### src/rtl/bias_update_pkg.sv
// Shared types and width helpers for the bias_update block.
// Width helpers are constant functions so they can size parameters.
package bias_update_pkg;

  typedef enum logic {ACCUM, EMIT} state_t;

  function automatic int ws_width(input int wf, input int batch);
    return wf + $clog2(batch);
  endfunction

  function automatic int sat_max(input int wf);
    return (1 << (wf - 1)) - 1;
  endfunction

  function automatic int sat_min(input int wf);
    return -(1 << (wf - 1));
  endfunction

endpackage

### src/rtl/bias_update_lane.sv
// One lane of the bias updater: batch accumulator, shift/saturate update and bias register.
// BIAS_UPDATE_ROUND_EN selects round-half-up instead of floor for the learning-rate shift.
module bias_update_lane
  import bias_update_pkg::*;
#(
  parameter int WF       = 4,
  parameter int BATCH    = 4,
  parameter int LR_SHIFT = 2
) (
  input  logic          i_clk,
  input  logic          i_rst_n,
  input  logic          i_acc_en,
  input  logic          i_update,
  input  logic [WF-1:0] i_delta,
  output logic [WF-1:0] o_bias
);

  localparam int WS = ws_width(WF, BATCH);
  localparam logic signed [WS:0] SAT_MAX = (WS+1)'(sat_max(WF));
  localparam logic signed [WS:0] SAT_MIN = (WS+1)'(sat_min(WF));
`ifdef BIAS_UPDATE_ROUND_EN
  localparam logic signed [WS:0] RND = (WS+1)'((1 << LR_SHIFT) >> 1);
`else
  localparam logic signed [WS:0] RND = '0;
`endif

  logic signed [WS-1:0] r_acc;
  logic signed [WF-1:0] r_bias;
  logic signed [WS:0]   w_sum;
  logic signed [WS:0]   w_shifted;
  logic signed [WS:0]   w_diff;
  logic signed [WF-1:0] w_bias_next;

  // One extra bit keeps both the rounding add and the subtraction overflow-free.
  always_comb begin
    w_sum     = $signed({r_acc[WS-1], r_acc}) + $signed({{(WS+1-WF){i_delta[WF-1]}}, i_delta});
    w_shifted = (w_sum + RND) >>> LR_SHIFT;
    w_diff    = $signed({{(WS+1-WF){r_bias[WF-1]}}, r_bias}) - w_shifted;
    if (w_diff > SAT_MAX) begin
      w_bias_next = SAT_MAX[WF-1:0];
    end else if (w_diff < SAT_MIN) begin
      w_bias_next = SAT_MIN[WF-1:0];
    end else begin
      w_bias_next = w_diff[WF-1:0];
    end
  end

  always_ff @(posedge i_clk) begin
    if (!i_rst_n) begin
      r_acc  <= '0;
      r_bias <= '0;
    end else if (i_update) begin
      r_acc  <= '0;
      r_bias <= w_bias_next;
    end else if (i_acc_en) begin
      r_acc  <= w_sum[WS-1:0];
    end
  end

  assign o_bias = r_bias;

endmodule

### src/rtl/bias_update.sv
// Mini-batch bias updater: accumulates BATCH delta vectors, then emits sat(bias - (sum >>> LR_SHIFT)).
// Optional macro BIAS_UPDATE_ROUND_EN enables round-half-up on the shift (see bias_update_lane).
module bias_update
  import bias_update_pkg::*;
#(
  parameter int NC       = 6,
  parameter int WF       = 4,
  parameter int BATCH    = 4,
  parameter int LR_SHIFT = 2
) (
  input  logic             iCLK,
  input  logic             iRST,
  input  logic             iValid_AM_Delta,
  output logic             oReady_AM_Delta,
  input  logic [NC*WF-1:0] iData_AM_Delta,
  output logic             oValid_BM_Bias,
  input  logic             iReady_BM_Bias,
  output logic [NC*WF-1:0] oData_BM_Bias
);

  localparam int CW = (BATCH > 1) ? $clog2(BATCH) : 1;
  localparam logic [CW-1:0] LAST = CW'(BATCH - 1);

  state_t        r_state;
  logic [CW-1:0] r_count;
  logic          r_valid;
  logic          w_hs;
  logic          w_last;
  logic          w_acc_en;
  logic          w_update;

  // Ready is forced low combinationally while reset is held.
  assign oReady_AM_Delta = iRST && (r_state == ACCUM);
  assign oValid_BM_Bias  = r_valid;
  assign w_hs            = iValid_AM_Delta && oReady_AM_Delta;
  assign w_last          = (r_count == LAST);
  assign w_acc_en        = w_hs && !w_last;
  assign w_update        = w_hs && w_last;

  always_ff @(posedge iCLK) begin
    if (!iRST) begin
      r_state <= ACCUM;
      r_count <= '0;
      r_valid <= 1'b0;
    end else begin
      case (r_state)
        ACCUM: begin
          if (w_hs) begin
            if (w_last) begin
              r_count <= '0;
              r_state <= EMIT;
              r_valid <= 1'b1;
            end else begin
              r_count <= r_count + 1'b1;
            end
          end
        end
        EMIT: begin
          if (iReady_BM_Bias) begin
            r_state <= ACCUM;
            r_valid <= 1'b0;
          end
        end
        default: begin
          r_state <= ACCUM;
          r_valid <= 1'b0;
        end
      endcase
    end
  end

  for (genvar g = 0; g < NC; g++) begin : g_lane
    bias_update_lane #(
      .WF      (WF),
      .BATCH   (BATCH),
      .LR_SHIFT(LR_SHIFT)
    ) u_lane (
      .i_clk   (iCLK),
      .i_rst_n (iRST),
      .i_acc_en(w_acc_en),
      .i_update(w_update),
      .i_delta (iData_AM_Delta[g*WF +: WF]),
      .o_bias  (oData_BM_Bias[g*WF +: WF])
    );
  end

endmodule
### config.mk
export PLATFORM = sky130hd
export DESIGN_NAME = bias_update
export DESIGN_NICKNAME = d
export VERILOG_FILES = /design/src/rtl/bias_update_pkg.sv /design/src/rtl/bias_update_lane.sv /design/src/rtl/bias_update.sv
export SDC_FILE = /design/constraint.sdc
export NUM_CORES = 1
export LEC_CHECK = 0
export CORE_MARGIN = 2
export CORE_UTILIZATION = 54
export DETAILED_ROUTE_END_ITERATION = 8
export GPL_TIMING_DRIVEN = 0
export PLACE_DENSITY_LB_ADDON = 0.1
export SLEW_MARGIN = 10
export SYNTH_ARGS = -nofsm -noshare
export SYNTH_HDL_FRONTEND = slang
export SYNTH_SLANG_ARGS = --single-unit
### constraint.sdc
create_clock -name iCLK -period 3.5 [get_ports iCLK]
set_clock_uncertainty 0.1 [all_clocks]
set_input_delay 0.525 -clock iCLK [delete_from_list [all_inputs] [get_ports iCLK]]
set_output_delay 0.525 -clock iCLK [all_outputs]
set_load 0.05 [all_outputs]
==> run_results.csv, run 1 <==
group,metric,value,unit
power,p_comb_share,45.4,%
timing,fmax,291.0,MHz
finish,nNetsFinal,973,
synthesis,synth_fa_ha_area_share,17.07,%
synthesis,synth_edf_count,0,
synthesis,synthTopCellsByArea,"dfxtp_1 21%, ha_1 11%, nand2_1 4.4%",
die,rows,39,
hold_path,hold_class,"register to register",
setup_path,regToRegEndpoint,"g_lane[4].u_lane.o_bias[2]",
setup_path,arrival,3.53,ns
synthesis,postSynthAreaPerCell,8.059,sq um
route,vias_per_cell,6.434,
timing,period_minus_slack,3.436,ns
clock_tree,root_buffer,"clkbuf_16",
finish,diodes,0,
synthesis,synth_nets,861,
clock_tree,clock_latency,0.33,ns
die,die_h,110.9,um
clock_tree,ctsHoldBuffers,0,
synthesis,yosysWarnings,0,
finish,fin_area,0.008517,sq mm
hold_path,whs_endpoint,"g_lane[0].u_lane.r_acc[2]",
clock_tree,cts_tree,"yes",
synthesis,async_flop_share,0,%
power,power_switching_share,36.05,%
synthesis,synth_simple_gate_area_share,22.70,%
setup_path,crit_top_cell,"ha_1",
synthesis,yosys.cell_types.count,83,
timing,max_slew.worst_pin.slew,0.8824,ns
synthesis,synth_top_cell_by_area,"dfxtp_1",
power,p_switching,1.181,mW
flow_run,drv_cap,0,
die,core,0.01127,sq mm
power,p_leak,3.385,nW
synthesis,ys_ff_latch,64,
die,dieArea,0.01230,sq mm
timing,slew_viol_final,0,
synthesis,synth_compound_area_share,29.53,%
grt,grt_max_degree,12,
clock_tree,cts_buffers,9,
grt,grt_pass1_vias,6294,
grt,grtUsageMet3,5.467,%
synthesis,synth_top_area_share,20.75,%
setup_path,critPathSlowestCell,"clkdlybuf4s50_1",
timing,setup-violations-final,0,
route,drt_wl_total,19060,um
synthesis,syn_inst,766,
clock_tree,cts.sinks,64,
power,irDropWorstVdd,0.0002798,V
synthesis,ys_seq_area_share,20.75,%
hold_path,holdPathStages,2,
timing,setup_ws,0.06410,ns
power,pwr-share-seq,24.1,%
grt,busiest_layer,"met2",
power,power.density,384.7,mW/mm^2
grt,met1_usage,36.77,%
die,num_io_pins,54,
finish,area_delta_synth_final,37.96,%
grt,grt_pass1_wl,30040,um
placement,dp_slack,-0.9811,ns
setup_path,reg2reg_from,"g_lane[4].u_lane.r_acc[1]",
setup_path,reg2reg_depth,13,
finish,regArea,0.001281,sq mm
placement,io_buffers,53,
placement,gp_congestion,0.8903,
clock_tree,ctsLongestPathBuffers,2,
synthesis,synth_ff_type,"dfxtp_1",
setup_path,rrSetupSlack,0.17,ns
timing,maxSlewHeadroom,40.72,%
finish,multiInputGateArea,0.005431,sq mm
grt,antenna_found_initial,0,
run_status,status,"finished clean",
route,drt_iter0_drc,525,
timing,rsz0062_at_grt,"yes",
setup_path,required,3.60,ns
finish,n_fill_cell,807,
setup_path,cp-end-kind,"register",
timing,tns,0,ns
grt,grt_usage,29.03,%
power,internal_power,2.095,mW
route,first_pass_iters,6,
route,ant_nets,0,
synthesis,synth_top_family_by_area,"compound AO/OA/AOI/OAI gates",
route,drc_errors,0,
synthesis,syn_area,0.006173,sq mm
die,initial_core_util,54.77,%
grt,overflow,0,
power,p_clk_share,30.6,%
synthesis,synth_xor_area_share,4.155,%
setup_path,crit_type,"input port to register",
setup_path,crit_path_start_kind,"input port",
clock_tree,clk_pin_slew,0.06,ns
grt,grtUsageMet2,50.72,%
placement,dpl_cell_area,0.006934,sq mm
setup_path,crit_fanout,8,
setup_path,path_cells,"clkdlybuf4s50_1, ha_1, a21o_1, a21oi_1, xnor2_2, inv_1, ha_1, a21o_2, o22ai_2, nor3_2, a221o_1, nand3_1, o22ai_1",
route,routedWlPerCell,18.58,um
die,die_w,110.9,um
synthesis,synth_mux_area_share,0.4864,%
timing,hold_violations,0,
placement,dp_hpwl,12800,um
hold_path,min_from,"g_lane[0].u_lane.r_acc[2]",
finish,layout-drive-gt1-share,26.27,%
clock_tree,htree_levels,3,
setup_path,max_stage_delay,0.46,ns
route,dr_total_vias,6601,
timing,min_period_over_period,98.17,%
[what timing repair did]
item / 4_1_cts / 5_1_grt
pin swaps: 49 / 75
resized for setup: 106 / 87
buffers inserted: 25 / 27
endpoints found under the setup margin: 22 / 23
[logic make-up after synthesis]
| group | count (synthesis) |
|---|---|
| adder cells (fa/ha/maj) | 79 |
| XOR/XNOR | 23 |
| multiplexers | 3 |
| buffers and inverters | 83 |
| flip-flops | 64 |
| AND/OR/NAND/NOR | 260 |
| AO/OA/AOI/OAI | 254 |
[state kept, by name (all words and copies together), names as in the netlist]
signal / cells
oValid_BM_Bias: 1
r_count: 2
g_lane.u_lane.r_acc: 36
r_state: 1
g_lane.u_lane.o_bias: 24
[stage by stage]
| step | std cells | hold WS (ns) | util (%) | power [mW] |
|---|---|---|---|---|
| 2_1_floorplan | 766 | 0.3377 | - | 1.634 |
| 3_3_place_gp | 962 | 0.3450 | 61.52 | 1.845 |
| 3_5_place_dp | 962 | 0.3541 | 61.52 | 1.882 |
| 4_1_cts | 1000 | 0.3625 | 70.43 | 3.078 |
| 5_1_grt | 1026 | 0.3894 | 75.56 | 3.430 |
| 6_report | 1026 | 0.3619 | 75.56 | 3.277 |
[critical path, delay by kind of cell]
kind            cells  cell delay [ns]
fa+ha+maj           2             0.62
simple gates        2             0.21
xor+xnor            1             0.18
buf+inv             2             0.56
compound gates      6             1.44
[cell usage after synthesis (5+ instances only)]
cell type and instances:
o22ai_1 10, or2_2 5, fa_1 12, nand2_1 72
o21ai_0 37, o211ai_1 11, nor2_1 28, nor4_1 12
o21a_1 7, or3_1 7, dfxtp_1 64, clkbuf_1 24
inv_1 53, o31ai_1 11, nor3b_1 10, xnor2_1 10
o31a_1 5, nor3_1 17, nor2b_1 33, a21o_1 16
xor2_1 9, a21oi_1 51, maj3_1 8, a22oi_1 16
ha_1 55, nand3_1 21, and2_1 10, nand4_1 5
a211oi_1 12, nand2b_1 12, a2111oi_0 5, or4_1 5
a31oi_1 14, nor4b_1 5
[metal layers]
metal	vias up	share of wire [%]
met1	3196	42
met4	0	1.7
met5	-	0
met3	40	6.1
met2	243	50
li1	3122	-
[how the worst max path moves through the flow]
stage	endpoint	cells past startpoint	startpoint	slack, ns
6_report	g_lane[1].u_lane.o_bias[1]	13	iData_AM_Delta[5]	0.06
5_1_grt	g_lane[0].u_lane.o_bias[0]	13	iData_AM_Delta[2]	-0.13
4_1_cts	g_lane[2].u_lane.o_bias[2]	15	iData_AM_Delta[8]	-0.02
3_5_place_dp	g_lane[2].u_lane.o_bias[2]	16	iData_AM_Delta[8]	-0.98
3_3_place_gp	g_lane[2].u_lane.o_bias[2]	16	iData_AM_Delta[8]	-0.90
2_1_floorplan	g_lane[2].u_lane.o_bias[0]	14	iData_AM_Delta[8]	-0.04
[power groups by stage]
stage,sequential (mW),combinational [mW],clock [mW]
finish,0.789,1.49,1.00
global route,0.793,1.60,1.03
CTS,0.787,1.28,1.01
detailed placement,0.801,1.08,0
global placement,0.801,1.04,0
floorplan,0.802,0.832,0
[placed cells by master, fill, tap and decap left out, drive strengths merged, types with 17 or more instances in the layout]
cell type,instances
nand2,72
dfxtp,64
buf,56
ha,55
inv,53
a21oi,51
clkdlybuf4s50,39
o21ai,39
nor2b,34
clkbuf,33
nor2,29
nand3,21
nor3,17
[cell type report]
type	instances	area share (%)
multi-input combinational	619	63.77
clock buffer	11	2.968
tap	143	2.101
buffer	26	1.631
clock inverter	5	0.9255
timing repair buffer	105	11.16
sequential	64	15.04
inverter	53	2.395
No activity file was read; power rests on OpenSTA's default activity.
==> run 2: changes to the inputs <==
--- a/config.mk
+++ b/config.mk
@@ -10,7 +10,7 @@
 export DETAILED_ROUTE_END_ITERATION = 8
 export GPL_TIMING_DRIVEN = 0
 export PLACE_DENSITY_LB_ADDON = 0.1
-export SLEW_MARGIN = 10
+export SLEW_MARGIN = 20
 export SYNTH_ARGS = -nofsm -noshare
 export SYNTH_HDL_FRONTEND = slang
 export SYNTH_SLANG_ARGS = --single-unit
==> results of run 2 <==
Same layout as run 1: the final DEF is identical, and so are final timing and power.
==> run 3: changes to the inputs <==
--- a/config.mk
+++ b/config.mk
@@ -10,6 +10,7 @@
 export DETAILED_ROUTE_END_ITERATION = 8
 export GPL_TIMING_DRIVEN = 0
 export PLACE_DENSITY_LB_ADDON = 0.1
+export SKIP_LAST_GASP = 1
 export SLEW_MARGIN = 20
 export SYNTH_ARGS = -nofsm -noshare
 export SYNTH_HDL_FRONTEND = slang
==> run 3 against run 2 <==
Compared with the run above: critical path type unchanged; cell count unchanged; final area is 0.10% lower; register-to-register slack about the same; critical endpoint unchanged; die area is the same; sequential share of layout area barely moved; largest cell class unchanged.
==> run_results.csv, run 3 (synthesis gave the netlist of run 1 again) <==
group,metric,value,unit
run_status,status,"finished clean",
clock_tree,cts_buffers,9,
route,wl_met1,7970,um
grt,grt_max_degree,12,
grt,grt_pass1_vias,6294,
grt,grt_pass1_wl,30040,um
setup_path,crit_fanout,8,
timing,min_period_over_period,98.78,%
finish,n_fill_cell,808,
route,dr_total_vias,6601,
setup_path,cp-end-kind,"register",
route,vias_per_cell,6.434,
setup_path,critical_path.top_delay_family,"compound AO/OA/AOI/OAI gates",
power,p_leak,3.384,nW
setup_path,max_stage_delay,0.46,ns
timing,hold_violations,0,
clock_tree,clock_latency,0.33,ns
clock_tree,clk_pin_slew,0.06,ns
finish,layout_commonest_cell,"nand2_1",
placement,gp_congestion,0.8903,
timing,rsz0062_at_grt,"yes",
route,routed-wl-met2,9423,um
setup_path,crit_buf_inv,2,
route,first_pass_iters,5,
grt,overflow,0,
die,core,0.01127,sq mm
placement,io_buffers,53,
route,met3_length,1164,um
finish,nNetsFinal,973,
placement,dp_slack,-0.9811,ns
route,routedWlPerCell,18.48,um
setup_path,crit_type,"input port to register",
finish,area_delta_synth_final,37.82,%
setup_path,critPathSlowestCell,"clkdlybuf4s50_1",
grt,antenna_found_initial,0,
clock_tree,cts_tree,"yes",
finish,layout-drive-gt1-share,26.16,%
setup_path,arrival,3.56,ns
die,dieArea,0.01230,sq mm
clock_tree,htree_levels,3,
placement,dp_hpwl,12800,um
timing,setup_ws,0.04264,ns
timing,slew_viol_final,0,
timing,period_minus_slack,3.457,ns
route,drt_wl_total,18960,um
clock_tree,ctsLongestPathBuffers,2,
finish,final_cell_mix,"70 x nand2_1, 64 x dfxtp_1, 51 x buf_4, 50 x inv_1, 43 x a21oi_1",
clock_tree,ctsHoldBuffers,0,
timing,maxSlewHeadroom,40.08,%
flow_run,drv_cap,0,
power,power.density,384.2,mW/mm^2
clock_tree,cts.sinks,64,
die,die_w,110.9,um
hold_path,hold_class,"register to register",
die,rows,39,
die,die_h,110.9,um
timing,max_slew.worst_pin.slew,0.8919,ns
setup_path,path_cells,"clkdlybuf4s50_1, ha_1, a21o_1, a21oi_1, xnor2_2, inv_1, ha_1, a21o_2, nor3_2, nor3_2, a221o_1, nand3_1, o22ai_1",
timing,whs,0.3618,ns
route,ant_nets,0,
setup_path,crit_path_start_kind,"input port",
die,num_io_pins,54,
grt,grt_usage,29.03,%
finish,diodes,0,
timing,fmax,289.2,MHz
setup_path,required,3.60,ns
finish,regMostFlops,"g_lane.u_lane.r_acc",
clock_tree,root_buffer,"clkbuf_16",
route,drc_errors,0,
timing,setup-violations-final,0,
power,p_total,3.269,mW
die,initial_core_util,54.77,%
route,drt_iter0_drc,513,
route,top_layer,"met4",
power,irDropWorstVdd,0.0002800,V
finish,largest_reg_flops,36,
## run 3: cell count changes in the layout (fill, tap and decap cells not counted)
cell | before | now
fa_1 | 2 | 3
nor3_4 | 4 | 3
fa_2 | 10 | 9
nor3_2 | 4 | 5
## run 3: final timing paths
| check | startpoint | end | slack [ns] | cells after the start |
|---|---|---|---|---|
| hold / removal | g_lane[0].u_lane.r_acc[2] | g_lane[0].u_lane.r_acc[2] | 0.36 | 2 |
| setup reg to reg | g_lane[4].u_lane.r_acc[1] | g_lane[4].u_lane.o_bias[2] | 0.16 | 13 |
| setup / recovery | iData_AM_Delta[5] | g_lane[1].u_lane.o_bias[1] | 0.04 | 13 |
| hold reg to reg | g_lane[0].u_lane.r_acc[2] | g_lane[0].u_lane.r_acc[2] | 0.36 | 2 |
## run 3: metal layers
layer | track usage [%] | vias to the layer above
li1 | - | 3116
met1 | 36.77 | 3206
met2 | 50.72 | 231
met3 | 5.467 | 48
met4 | 7.750 | 0
met5 | 0 | -
## run 3: repair_timing
action                                  4_1_cts  5_1_grt
endpoints found under the setup margin       22       23
gates resized for setup                     106       85
setup buffers                                25       27
pin swaps                                    49       75
## run 3: cell type report
class / instances / area [sq um] / area share, %
multi-input combinational: 619 / 5423 / 63.74
sequential: 64 / 1281 / 15.06
timing repair buffer: 105 / 950.9 / 11.18
clock buffer: 11 / 252.7 / 2.971
inverter: 53 / 203.9 / 2.397
tap: 143 / 178.9 / 2.103
buffer: 26 / 138.9 / 1.632
clock inverter: 5 / 78.83 / 0.9265
## run 3: per-stage QoR
stage | setup TNS [ns] | util (%) | instance area [sq um] | std cells
finish | 0 | 75.48 | 8508 | 1026
global route | -0.4636 | 75.48 | 8508 | 1026
CTS | -0.01796 | 70.43 | 7939 | 1000
detailed placement | -16.34 | 61.52 | 6934 | 962
global placement | -14.22 | 61.52 | 6934 | 962
floorplan | -0.06689 | - | 6225 | 766
## run 3: power breakdown
part,switching [mW],internal [mW]
clock network,0.338,0.661
registers,0.0274,0.762
logic,0.810,0.671
total,1.18,2.09
## run 3: worst register-to-register path: stages (launching register included)
cell,delay [ns]
dfxtp_1,0.40
ha_1,0.27
a21o_1,0.19
a21oi_4,0.15
xnor2_2,0.16
inv_1,0.07
ha_1,0.28
nor2b_4,0.14
or2_4,0.18
nor3_1,0.07
or3_4,0.40
maj3_2,0.35
a311oi_4,0.29
a31oi_1,0.16
